File: src/rtl/axi4_pkg.sv
// Shared AXI4 constants and the state types of the terminating slave FSMs.
package axi4_pkg;

    localparam logic [1:0] RESP_OKAY   = 2'b00;
    localparam logic [1:0] RESP_EXOKAY = 2'b01;
    localparam logic [1:0] RESP_SLVERR = 2'b10;
    localparam logic [1:0] RESP_DECERR = 2'b11;

    typedef enum logic [1:0] {
        WIDLE = 2'd0,
        WDATA = 2'd1,
        WRESP = 2'd2
    } wr_state_e;

    typedef enum logic {
        RIDLE = 1'b0,
        RDATA = 1'b1
    } rd_state_e;

endpackage

File: src/rtl/axi4_err_rd_chan.sv
// Read channel of the terminating slave: accepts one AR burst at a time and
// returns arlen+1 all-zero beats carrying the programmed response.
module axi4_err_rd_chan
    import axi4_pkg::*;
#(
    parameter int         ID_W   = 4,
    parameter int         DATA_W = 64,
    parameter logic [1:0] RESP   = RESP_DECERR
) (
    input  logic              clock,
    input  logic              reset,
    input  logic              enable,
    input  logic              s_arvalid,
    output logic              s_arready,
    input  logic [ID_W-1:0]   s_arid,
    input  logic [7:0]        s_arlen,
    output logic              s_rvalid,
    input  logic              s_rready,
    output logic [ID_W-1:0]   s_rid,
    output logic [1:0]        s_rresp,
    output logic [DATA_W-1:0] s_rdata,
    output logic              s_rlast,
    output rd_state_e         state
);

    rd_state_e       state_q, state_n;
    logic [ID_W-1:0] id_q;
    logic [7:0]      len_q;
    logic [7:0]      cnt_q;
    logic            ar_hs;
    logic            r_hs;

    // All outputs are decoded from registers; enable holds arready low for
    // the first edge out of reset.
    assign s_arready = enable && (state_q == RIDLE);
    assign s_rvalid  = (state_q == RDATA);
    assign s_rid     = id_q;
    assign s_rresp   = RESP;
    assign s_rdata   = '0;
    assign s_rlast   = (state_q == RDATA) && (cnt_q == len_q);
    assign state     = state_q;

    assign ar_hs = s_arvalid && s_arready;
    assign r_hs  = s_rvalid && s_rready;

    // Next-state: leave idle on AR, return after the beat carrying rlast.
    always_comb begin
        state_n = state_q;
        unique case (state_q)
            RIDLE:   if (ar_hs) state_n = RDATA;
            RDATA:   if (r_hs && s_rlast) state_n = RIDLE;
            default: state_n = RIDLE;
        endcase
    end

    // State, latched request and beat counter. The 8-bit counter reaches 255
    // for arlen=255 before rlast; its wrap on that final beat is never seen.
    always_ff @(posedge clock) begin
        if (reset) begin
            state_q <= RIDLE;
            id_q    <= '0;
            len_q   <= '0;
            cnt_q   <= '0;
        end else begin
            state_q <= state_n;
            if (ar_hs) begin
                id_q  <= s_arid;
                len_q <= s_arlen;
                cnt_q <= '0;
            end else if (r_hs) begin
                cnt_q <= cnt_q + 8'd1;
            end
        end
    end

endmodule

File: src/rtl/axi4_err_slave.sv
// Terminating AXI4 slave for an unused port: every burst completes with RESP,
// echoing the request ID, so unmapped accesses fault instead of hanging.
// Handshake rule on every channel: a beat transfers on a rising edge where
// valid and ready are both 1; a source holds valid and its payload stable
// until that edge, and this block never makes a ready depend on a valid.
module axi4_err_slave
    import axi4_pkg::*;
#(
    parameter int         ID_W   = 4,
    parameter int         ADDR_W = 32,
    parameter int         DATA_W = 64,
    parameter int         CNT_W  = 16,
    parameter logic [1:0] RESP   = RESP_DECERR
) (
    input  logic              clock,
    input  logic              reset,
    input  logic              s_awvalid,
    output logic              s_awready,
    input  logic [ID_W-1:0]   s_awid,
    input  logic [ADDR_W-1:0] s_awaddr,
    input  logic [7:0]        s_awlen,
    input  logic              s_wvalid,
    output logic              s_wready,
    input  logic              s_wlast,
    output logic              s_bvalid,
    input  logic              s_bready,
    output logic [ID_W-1:0]   s_bid,
    output logic [1:0]        s_bresp,
    input  logic              s_arvalid,
    output logic              s_arready,
    input  logic [ID_W-1:0]   s_arid,
    input  logic [ADDR_W-1:0] s_araddr,
    input  logic [7:0]        s_arlen,
    output logic              s_rvalid,
    input  logic              s_rready,
    output logic [ID_W-1:0]   s_rid,
    output logic [1:0]        s_rresp,
    output logic [DATA_W-1:0] s_rdata,
    output logic              s_rlast,
    output logic [CNT_W-1:0]  err_cnt,
    output logic [ADDR_W-1:0] err_addr,
    output logic              len_mismatch,
    output wr_state_e         wr_state,
    output rd_state_e         rd_state
);

    logic            run_q;
    wr_state_e       wr_state_q, wr_state_n;
    logic [ID_W-1:0] awid_q;
    logic [7:0]      awlen_q;
    logic [8:0]      wcnt_q;
    logic            aw_hs, w_hs, b_hs, ar_hs, r_last_hs;
    logic [1:0]      cnt_inc;
    logic [CNT_W:0]  cnt_sum;

    assign s_awready = run_q && (wr_state_q == WIDLE);
    assign s_wready  = (wr_state_q == WDATA);
    assign s_bvalid  = (wr_state_q == WRESP);
    assign s_bid     = awid_q;
    assign s_bresp   = RESP;
    assign wr_state  = wr_state_q;

    assign aw_hs     = s_awvalid && s_awready;
    assign w_hs      = s_wvalid && s_wready;
    assign b_hs      = s_bvalid && s_bready;
    assign ar_hs     = s_arvalid && s_arready;
    assign r_last_hs = s_rvalid && s_rready && s_rlast;

    axi4_err_rd_chan #(
        .ID_W   (ID_W),
        .DATA_W (DATA_W),
        .RESP   (RESP)
    ) u_rd_chan (
        .clock     (clock),
        .reset     (reset),
        .enable    (run_q),
        .s_arvalid (s_arvalid),
        .s_arready (s_arready),
        .s_arid    (s_arid),
        .s_arlen   (s_arlen),
        .s_rvalid  (s_rvalid),
        .s_rready  (s_rready),
        .s_rid     (s_rid),
        .s_rresp   (s_rresp),
        .s_rdata   (s_rdata),
        .s_rlast   (s_rlast),
        .state     (rd_state)
    );

    // Readies stay low on the edge that applies reset and rise one cycle later.
    always_ff @(posedge clock) begin
        if (reset) run_q <= 1'b0;
        else       run_q <= 1'b1;
    end

    // Write next-state: AW, then W beats until wlast, then hold B until bready.
    always_comb begin
        wr_state_n = wr_state_q;
        unique case (wr_state_q)
            WIDLE:   if (aw_hs) wr_state_n = WDATA;
            WDATA:   if (w_hs && s_wlast) wr_state_n = WRESP;
            WRESP:   if (b_hs) wr_state_n = WIDLE;
            default: wr_state_n = WIDLE;
        endcase
    end

    // Write state, latched AW fields, W beat counter and sticky length flag.
    // wcnt_q counts beats before the current one, so wcnt_q == awlen means the
    // current wlast beat is beat awlen+1; it saturates to avoid false matches.
    always_ff @(posedge clock) begin
        if (reset) begin
            wr_state_q   <= WIDLE;
            awid_q       <= '0;
            awlen_q      <= '0;
            wcnt_q       <= '0;
            len_mismatch <= 1'b0;
        end else begin
            wr_state_q <= wr_state_n;
            if (aw_hs) begin
                awid_q  <= s_awid;
                awlen_q <= s_awlen;
                wcnt_q  <= '0;
            end else if (w_hs && (wcnt_q != '1)) begin
                wcnt_q <= wcnt_q + 9'd1;
            end
            if (w_hs && s_wlast && (wcnt_q != {1'b0, awlen_q})) begin
                len_mismatch <= 1'b1;
            end
        end
    end

    // Completions this cycle (0..2) added with one guard bit for saturation.
    always_comb begin
        cnt_inc = {1'b0, b_hs} + {1'b0, r_last_hs};
        cnt_sum = {1'b0, err_cnt} + (CNT_W+1)'(cnt_inc);
    end

    // Saturating completed-burst counter.
    always_ff @(posedge clock) begin
        if (reset)              err_cnt <= '0;
        else if (cnt_sum[CNT_W]) err_cnt <= '1;
        else                    err_cnt <= cnt_sum[CNT_W-1:0];
    end

    // Last accepted request address; a simultaneous AW takes precedence over AR.
    always_ff @(posedge clock) begin
        if (reset)      err_addr <= '0;
        else if (aw_hs) err_addr <= s_awaddr;
        else if (ar_hs) err_addr <= s_araddr;
    end

endmodule
File: config.mk
export PLATFORM = sky130hd
export DESIGN_NAME = axi4_err_slave
export DESIGN_NICKNAME = d
export VERILOG_FILES = /design/src/rtl/axi4_pkg.sv /design/src/rtl/axi4_err_rd_chan.sv /design/src/rtl/axi4_err_slave.sv
export SDC_FILE = /design/constraint.sdc
export NUM_CORES = 1
export LEC_CHECK = 0
export BUFFER_PORTS_ARGS = -buffer_cell sky130_fd_sc_hd__clkbuf_2
export CAP_MARGIN = 20
export CORE_UTILIZATION = 46
export CTS_CLUSTER_SIZE = 25
export DETAILED_ROUTE_END_ITERATION = 6
export GPL_TIMING_DRIVEN = 0
export PLACE_DENSITY_LB_ADDON = 0.2
export SETUP_SLACK_MARGIN = 0.2
export SYNTH_ARGS = -nofsm -noshare
export SYNTH_HDL_FRONTEND = slang
export SYNTH_HIERARCHICAL = 1
export SYNTH_SLANG_ARGS = --single-unit
File: constraint.sdc
create_clock -name clock -period 3 [get_ports clock]
set_input_delay 0.6 -clock clock [delete_from_list [all_inputs] [get_ports clock]]
set_output_delay 0.6 -clock clock [all_outputs]
set_load 0.005 [all_outputs]
==> impl_metrics.py, run 1 <==
metrics = {
    "run_status": {
        "status": "completed",
    },
    "yosys": {
        "synthTopCellsByCount": "dfxtp_1 (94), nand2_1 (94), buf_4 (69), nor2_1 (53), a21oi_1 (39)",
        "ys_warn_count": 6,
        "yosys.area_share.simple_pct": 23.1,
        "syn_avg_cell_area_um2": 8.27,
        "syn_area_um2": 4670,
        "synth_area_leaders": "dfxtp_1 (40%), buf_4 (11%), nand2_1 (7.6%)",
        "synth_top_area_cell": "dfxtp_1",
        "synthAdderAreaFrac_pct": 1.50,
        "synth_edf_count": 0,
        "synth_ff_type": "dfxtp_1",
        "synthDistinctLibCells": 41,
        "synth_top_family_by_area": "simple AND/OR/NAND/NOR gates",
        "synth_compound_area_share_pct": 11.7,
        "syn_inst": 565,
        "ys_async_sr_fraction_pct": 0,
        "synthXorXnorAreaFrac_pct": 7.69,
        "synth_top_cell_area_share_pct": 40.3,
        "ys_seq_area_share_pct": 40.3,
        "yosys-mux-area-fraction_pct": 0.643,
        "ys_ff_latch": 94,
    },
    "global_routing": {
        "track_usage_pct": 23.8,
        "grt_max_degree": 16,
        "met2_usage_pct": 41.6,
        "globalRoute.busiestLayer": "met2",
        "use_met3_pct": 7.39,
        "grt_pass1_wl_um": 19700,
        "antenna_found_initial": 0,
        "grt_pass1_vias": 4257,
        "grtUsageMet1_pct": 27.6,
        "grt-ovfl-total": 0,
    },
    "timing": {
        "skew_ns": 0.0128,
        "max-slew-margin-rel_pct": 59.4,
        "tightest_slew_ns": 0.608,
        "period_minus_slack_ns": 2.65,
        "rsz0062_at_grt": "no",
        "post-route-period-util_pct": 88.2,
        "maxSlewViolCount": 0,
        "max_freq_ghz": 0.378,
        "fin_ws_ns": 0.353,
        "finalSetupViolCount": 0,
        "setup_tns_ns": 0,
        "timing_hold_violations_final": 0,
    },
    "pwr": {
        "powerDensity_nw_per_um2": 425,
        "vdd_drop_max_uv": 251,
        "power.leakage_nw": 2.91,
        "total_power_mw": 2.60,
    },
    "setup_path": {
        "setup.worst_path.end_class": "register",
        "crit_chain": "xnor2_1, nand3_1, nor3_2, and3_4, fa_2, ha_1, nand3_4, nor4_4, buf_4, nand3b_1, o211a_1",
        "crit_slowest_cell": "nor4_4",
        "slowest_delay_ns": 0.43,
        "crit_fanout": 5,
        "reg2reg_depth": 11,
        "cp.arrival_ns": 2.90,
        "critPathKind": "reg2reg",
        "cp.required_ns": 3.25,
        "r2r_start": "u_rd_chan/cnt_q[5]",
        "rr_endpoint": "err_cnt[12]",
        "r2r_slack_ns": 0.35,
        "start_kind": "register",
    },
    "clock_tree": {
        "cts_htree_levels": 3,
        "cts_tree": "done",
        "cts_root_buf": "clkbuf_8",
        "insertion_delay_ns": 0.36,
        "clk_pin_slew_ns": 0.09,
        "numCtsBuffers": 9,
        "clockBufferDepth": 2,
        "cts_sinks": 94,
    },
    "drt": {
        "wire_per_inst_um": 13.2,
        "first_iter_violations": 89,
        "firstDrtPassIters": 4,
        "via_per_inst": 4.80,
        "drt_wl_total_um": 12500,
        "vias": 4523,
        "postRouteAntennaNets": 0,
        "drc": 0,
    },
    "place": {
        "finalWeightedCongestion": 0.840,
        "dp_hpwl_um": 9720,
        "place_ws_ns": 0.236,
        "dp.cells": 924,
        "place_area_um2": 5890,
        "io_buffers": 161,
    },
    "floorplan": {
        "rows": 36,
        "die_x_um": 103,
        "coreArea_um2": 9820,
        "dieArea_um2": 10600,
        "start_util_pct": 47.6,
        "die_h_um": 103,
        "ios": 230,
    },
    "cells_and_area": {
        "fin_cells": 943,
        "final_nets": 906,
        "drive_above_1_share_pct": 33.7,
        "antenna_cells": 0,
        "syn_to_final_growth_pct": 31.0,
        "stdcell_area_um2": 6120,
    },
    "hold_path": {
        "worstHoldPathType": "in2reg",
        "holdPathStages": 3,
        "holdPathEnd": "awlen_q[7]",
        "min-delay-start": "s_awlen[7]",
    },
    "flow_run": {
        "maxCapViolCount": 0,
    },
}
[how the worst max path moves through the flow]
| stage | startpoint | endpoint | cells past startpoint |
|---|---|---|---|
| after floorplan | u_rd_chan/cnt_q[6] | err_cnt[10] | 11 |
| after global placement | u_rd_chan/cnt_q[5] | err_cnt[13] | 11 |
| after detailed placement | u_rd_chan/cnt_q[2] | err_cnt[4] | 11 |
| after CTS | u_rd_chan/cnt_q[2] | err_cnt[4] | 11 |
| after global routing | u_rd_chan/cnt_q[2] | err_cnt[12] | 11 |
| final | u_rd_chan/cnt_q[5] | err_cnt[12] | 11 |
[cell usage in the layout, fill, tap and decap left out, types with 10 or more instances in the layout]
master / instances
clkbuf_2: 161
nand2_1: 94
dfxtp_1: 92
buf_4: 72
conb_1: 68
nor2_1: 53
a21oi_1: 39
nand3_1: 38
a311oi_1: 34
clkbuf_1: 23
xor2_1: 22
xnor2_1: 19
buf_2: 10
nand4_1: 10
[worst max-delay path, delay by kind of cell (launching register included)]
family	cells	cell delay, ns
simple gates	6	1.21
xor+xnor	1	0.14
flops	1	0.39
buf+inv	1	0.19
compound gates	1	0.13
fa+ha+maj	2	0.48
[report_power, final]
| part | switching, mW | leakage (nW) | internal [mW] |
|---|---|---|---|
| Clock | 0.444 | 0.0818 | 0.386 |
| Combinational | 0.218 | 2.06 | 0.210 |
| Sequential | 0.0377 | 0.768 | 1.31 |
| Total | 0.700 | 2.91 | 1.90 |
[cell type report]
| type | instances | area (µm²) |
|---|---|---|
| fill | 939 | 3700 |
| clock buffer | 11 | 131 |
| timing repair buffer | 164 | 828 |
| inverter | 4 | 15.0 |
| sequential | 94 | 1880 |
| clock inverter | 5 | 60.1 |
| multi-input combinational | 429 | 2350 |
| tap | 133 | 166 |
| buffer | 103 | 681 |
[sequential cells by signal, summed over array words and instances, names as in the netlist]
signal,flops
err_addr,32
err_cnt,16
wcnt_q,9
awlen_q,8
u_rd_chan/cnt_q,8
u_rd_chan/len_q,8
s_bid,4
u_rd_chan/s_rid,4
wr_state,2
len_mismatch,1
run_q,1
u_rd_chan/s_rvalid,1
[per-layer routing]
metal	vias up	wire, µm
li1	2274	-
met1	2068	5080
met2	165	6270
met3	16	942
met4	0	172
met5	-	0
[metrics by stage]
step	util [%]	hold slack, ns
2_1_floorplan	-	0.444
3_3_place_gp	60.0	0.447
3_5_place_dp	60.0	0.453
4_1_cts	61.9	0.436
5_1_grt	62.3	0.447
6_report	62.3	0.456
[timing repair]
action	in CTS	in global routing
pin swaps	1	2
hold buffers	0	0
setup endpoints to repair	1	11
gates resized for setup	0	5
setup buffers	0	3
[kinds of logic after synthesis]
logic type | Yosys count
DFF | 94
other | 3
AOI/OAI and AO/OA | 80
adders and majority gates | 5
xor gates and xnor gates | 41
muxes | 3
and+or+nand+nor | 232
buffers and inverters | 107
(Power assumes the default switching activity.)
==> inputs of run 2 (changes only) <==
- CORE_UTILIZATION: 46 -> 50
- clock period: 3 -> 3.2 ns (I/O delays scaled with it)
==> run 2 against run 1 <==
Worst setup slack better by 0.18 ns. Design area shrank 0.67%. Die area is 7.8% lower. Cell count down 3.0%. Sequential power down 6%. Via count decreased by 0.66%. Critical endpoint is now err_cnt[5]. Largest cell class unchanged.
==> impl_metrics.py, run 2 (same netlist as run 1, synthesis figures left out) <==
metrics = {
    "run_status": {
        "status": "completed",
    },
    "clock_tree": {
        "hold_buffers": 0,
        "clockBufferDepth": 2,
        "ctsResizeCount": 0,
        "numCtsBuffers": 9,
        "clk_pin_slew_ns": 0.09,
        "cts_setup_buffers": 0,
        "cts_root_buf": "clkbuf_8",
        "cts_htree_levels": 3,
        "cts_tree": "done",
        "insertion_delay_ns": 0.35,
        "cts_sinks": 94,
    },
    "setup_path": {
        "path_depth": 11,
        "cp.arrival_ns": 2.95,
        "critPathKind": "reg2reg",
        "crit_slowest_cell": "dfxtp_1",
        "critical-path-top-delay-family": "simple AND/OR/NAND/NOR gates",
        "cp.required_ns": 3.48,
        "crit_chain": "xnor2_1, nand4_1, nor3_2, and3_1, fa_1, ha_1, nand3_2, nor4_4, nand2_2, buf_6, a21oi_1",
        "crit_fanout": 10,
        "crit_path_end": "err_cnt[5]",
        "reg2reg_depth": 11,
        "setup.worst_path.end_class": "register",
        "startpoint": "u_rd_chan/cnt_q[0]",
        "rr_endpoint": "err_cnt[5]",
        "r2r_start": "u_rd_chan/cnt_q[0]",
        "start_kind": "register",
        "path_buf_inv": 1,
        "r2r_slack_ns": 0.53,
        "slowest_delay_ns": 0.43,
    },
    "pwr": {
        "p_comb_share_pct": 15.7,
        "vdd_drop_max_uv": 254,
        "power_frac_seq_pct": 49.8,
        "swShare_pct": 26.4,
        "clkPwrFrac_pct": 34.4,
        "powerDensity_nw_per_um2": 416,
        "power.leakage_nw": 2.92,
        "netSwitchingPower_mw": 0.668,
        "internal_power_mw": 1.86,
    },
    "drt": {
        "first_iter_violations": 116,
        "vias": 4493,
        "drc": 0,
        "via_per_inst": 4.91,
        "drt_wl_total_um": 12300,
        "firstDrtPassIters": 6,
        "postRouteAntennaNets": 0,
        "wire_per_inst_um": 13.5,
    },
    "timing": {
        "max_freq_ghz": 0.375,
        "period_minus_slack_ns": 2.67,
        "finalSetupViolCount": 0,
        "max-slew-margin-rel_pct": 62.0,
        "post-route-period-util_pct": 83.4,
        "tightest_slew_ns": 0.570,
        "skew_ns": 0.00970,
        "setup_tns_ns": 0,
        "rsz0062_at_grt": "no",
        "maxSlewViolCount": 0,
        "timing_hold_violations_final": 0,
    },
    "global_routing": {
        "grt-ovfl-total": 0,
        "grt_pass1_vias": 4382,
        "antenna_found_initial": 0,
        "track_usage_pct": 25.7,
        "grt_max_degree": 17,
        "grt_pass1_wl_um": 20100,
    },
    "floorplan": {
        "die_x_um": 98.7,
        "start_util_pct": 52.5,
        "die_h_um": 98.7,
        "coreArea_um2": 8890,
        "dieArea_um2": 9730,
        "rows": 34,
        "ios": 230,
    },
    "place": {
        "dp_hpwl_um": 9550,
        "io_buffers": 161,
        "finalWeightedCongestion": 0.853,
    },
    "cells_and_area": {
        "final_cell_mix": "clkbuf_2 (161), nand2_1 (94), dfxtp_1 (94)",
        "nFillCells": 762,
        "final_core_util_pct": 68.4,
        "largest-register": "err_addr",
        "antenna_cells": 0,
        "final_common_cell": "clkbuf_2",
        "final_nets": 903,
        "top_regs": "err_addr (32), err_cnt (16), wcnt_q (9)",
        "largest_reg_flops": 32,
        "drive_above_1_share_pct": 33.2,
        "syn_to_final_growth_pct": 30.1,
    },
    "hold_path": {
        "worstHoldPathType": "reg2reg",
    },
    "flow_run": {
        "maxCapViolCount": 0,
    },
}
==> run 2: changes by cell type in the layout (fill, tap and decap cells not counted), moves of 2 or more <==
cell	before	now
buf_4	72	69
clkbuf_1	23	21
clkinvlp_4	4	2
dfxtp_1	92	94
dfxtp_2	2	0
==> run 2: power groups by stage <==
stage | combinational, mW | clock (mW) | sequential (mW)
2_1_floorplan | 0.235 | 0 | 1.28
3_3_place_gp | 0.385 | 0 | 1.28
3_5_place_dp | 0.393 | 0 | 1.29
4_1_cts | 0.394 | 0.884 | 1.26
5_1_grt | 0.443 | 0.935 | 1.27
6_report | 0.398 | 0.871 | 1.26
==> run 2: final cells by class <==
type | count | area, µm² | share of cell area, %
tap | 108 | 135 | 2.22
timing repair buffer | 161 | 806 | 13.3
multi-input combinational | 429 | 2340 | 38.5
clock buffer | 9 | 124 | 2.04
buffer | 103 | 681 | 11.2
clock inverter | 7 | 97.6 | 1.61
inverter | 4 | 15.0 | 0.247
sequential | 94 | 1880 | 31.0
==> run 2: worst reg2reg max path: cells and delay by family (launching register included) <==
kind / cells / cell delay [ns]
and+or+nand+nor: 6 / 1.26
adders and majority gates: 2 / 0.47
DFF: 1 / 0.43
buffers and inverters: 1 / 0.17
xor gates and xnor gates: 1 / 0.16
AOI/OAI and AO/OA: 1 / 0.12
==> run 2: routing by layer <==
metal | vias up | track usage [%] | wire (µm) | share of wire, %
met3 | 26 | 6.67 | 874 | 7.1
met2 | 173 | 45.1 | 6150 | 50
met1 | 2029 | 29.5 | 5000 | 41
met4 | 0 | 11.6 | 316 | 2.6
li1 | 2265 | - | - | -
met5 | - | 0 | 0 | 0
==> run 2: worst min-delay path by stage <==
stage	slack [ns]	depth (start not counted)	start	end
after CTS	0.46	2	u_rd_chan/s_rid[2]	u_rd_chan/s_rid[2]
after global placement	0.45	2	s_bid[1]	s_bid[1]
after floorplan	0.44	2	u_rd_chan/len_q[7]	u_rd_chan/len_q[7]
after global routing	0.48	3	s_awid[2]	s_bid[2]
after detailed placement	0.45	2	u_rd_chan/s_rid[2]	u_rd_chan/s_rid[2]
final	0.46	2	u_rd_chan/s_rid[0]	u_rd_chan/s_rid[0]
==> run 2: through the flow <==
stage | std cells | area (µm²) | hold WS [ns] | total power, mW | setup slack [ns]
2_1_floorplan | 630 | 4920 | 0.444 | 1.52 | 0.806
3_5_place_dp | 899 | 5860 | 0.451 | 1.68 | 0.457
6_report | 915 | 6080 | 0.465 | 2.53 | 0.532
5_1_grt | 915 | 6080 | 0.481 | 2.65 | 0.287
4_1_cts | 915 | 6080 | 0.465 | 2.54 | 0.396
3_3_place_gp | 899 | 5860 | 0.445 | 1.67 | 0.501
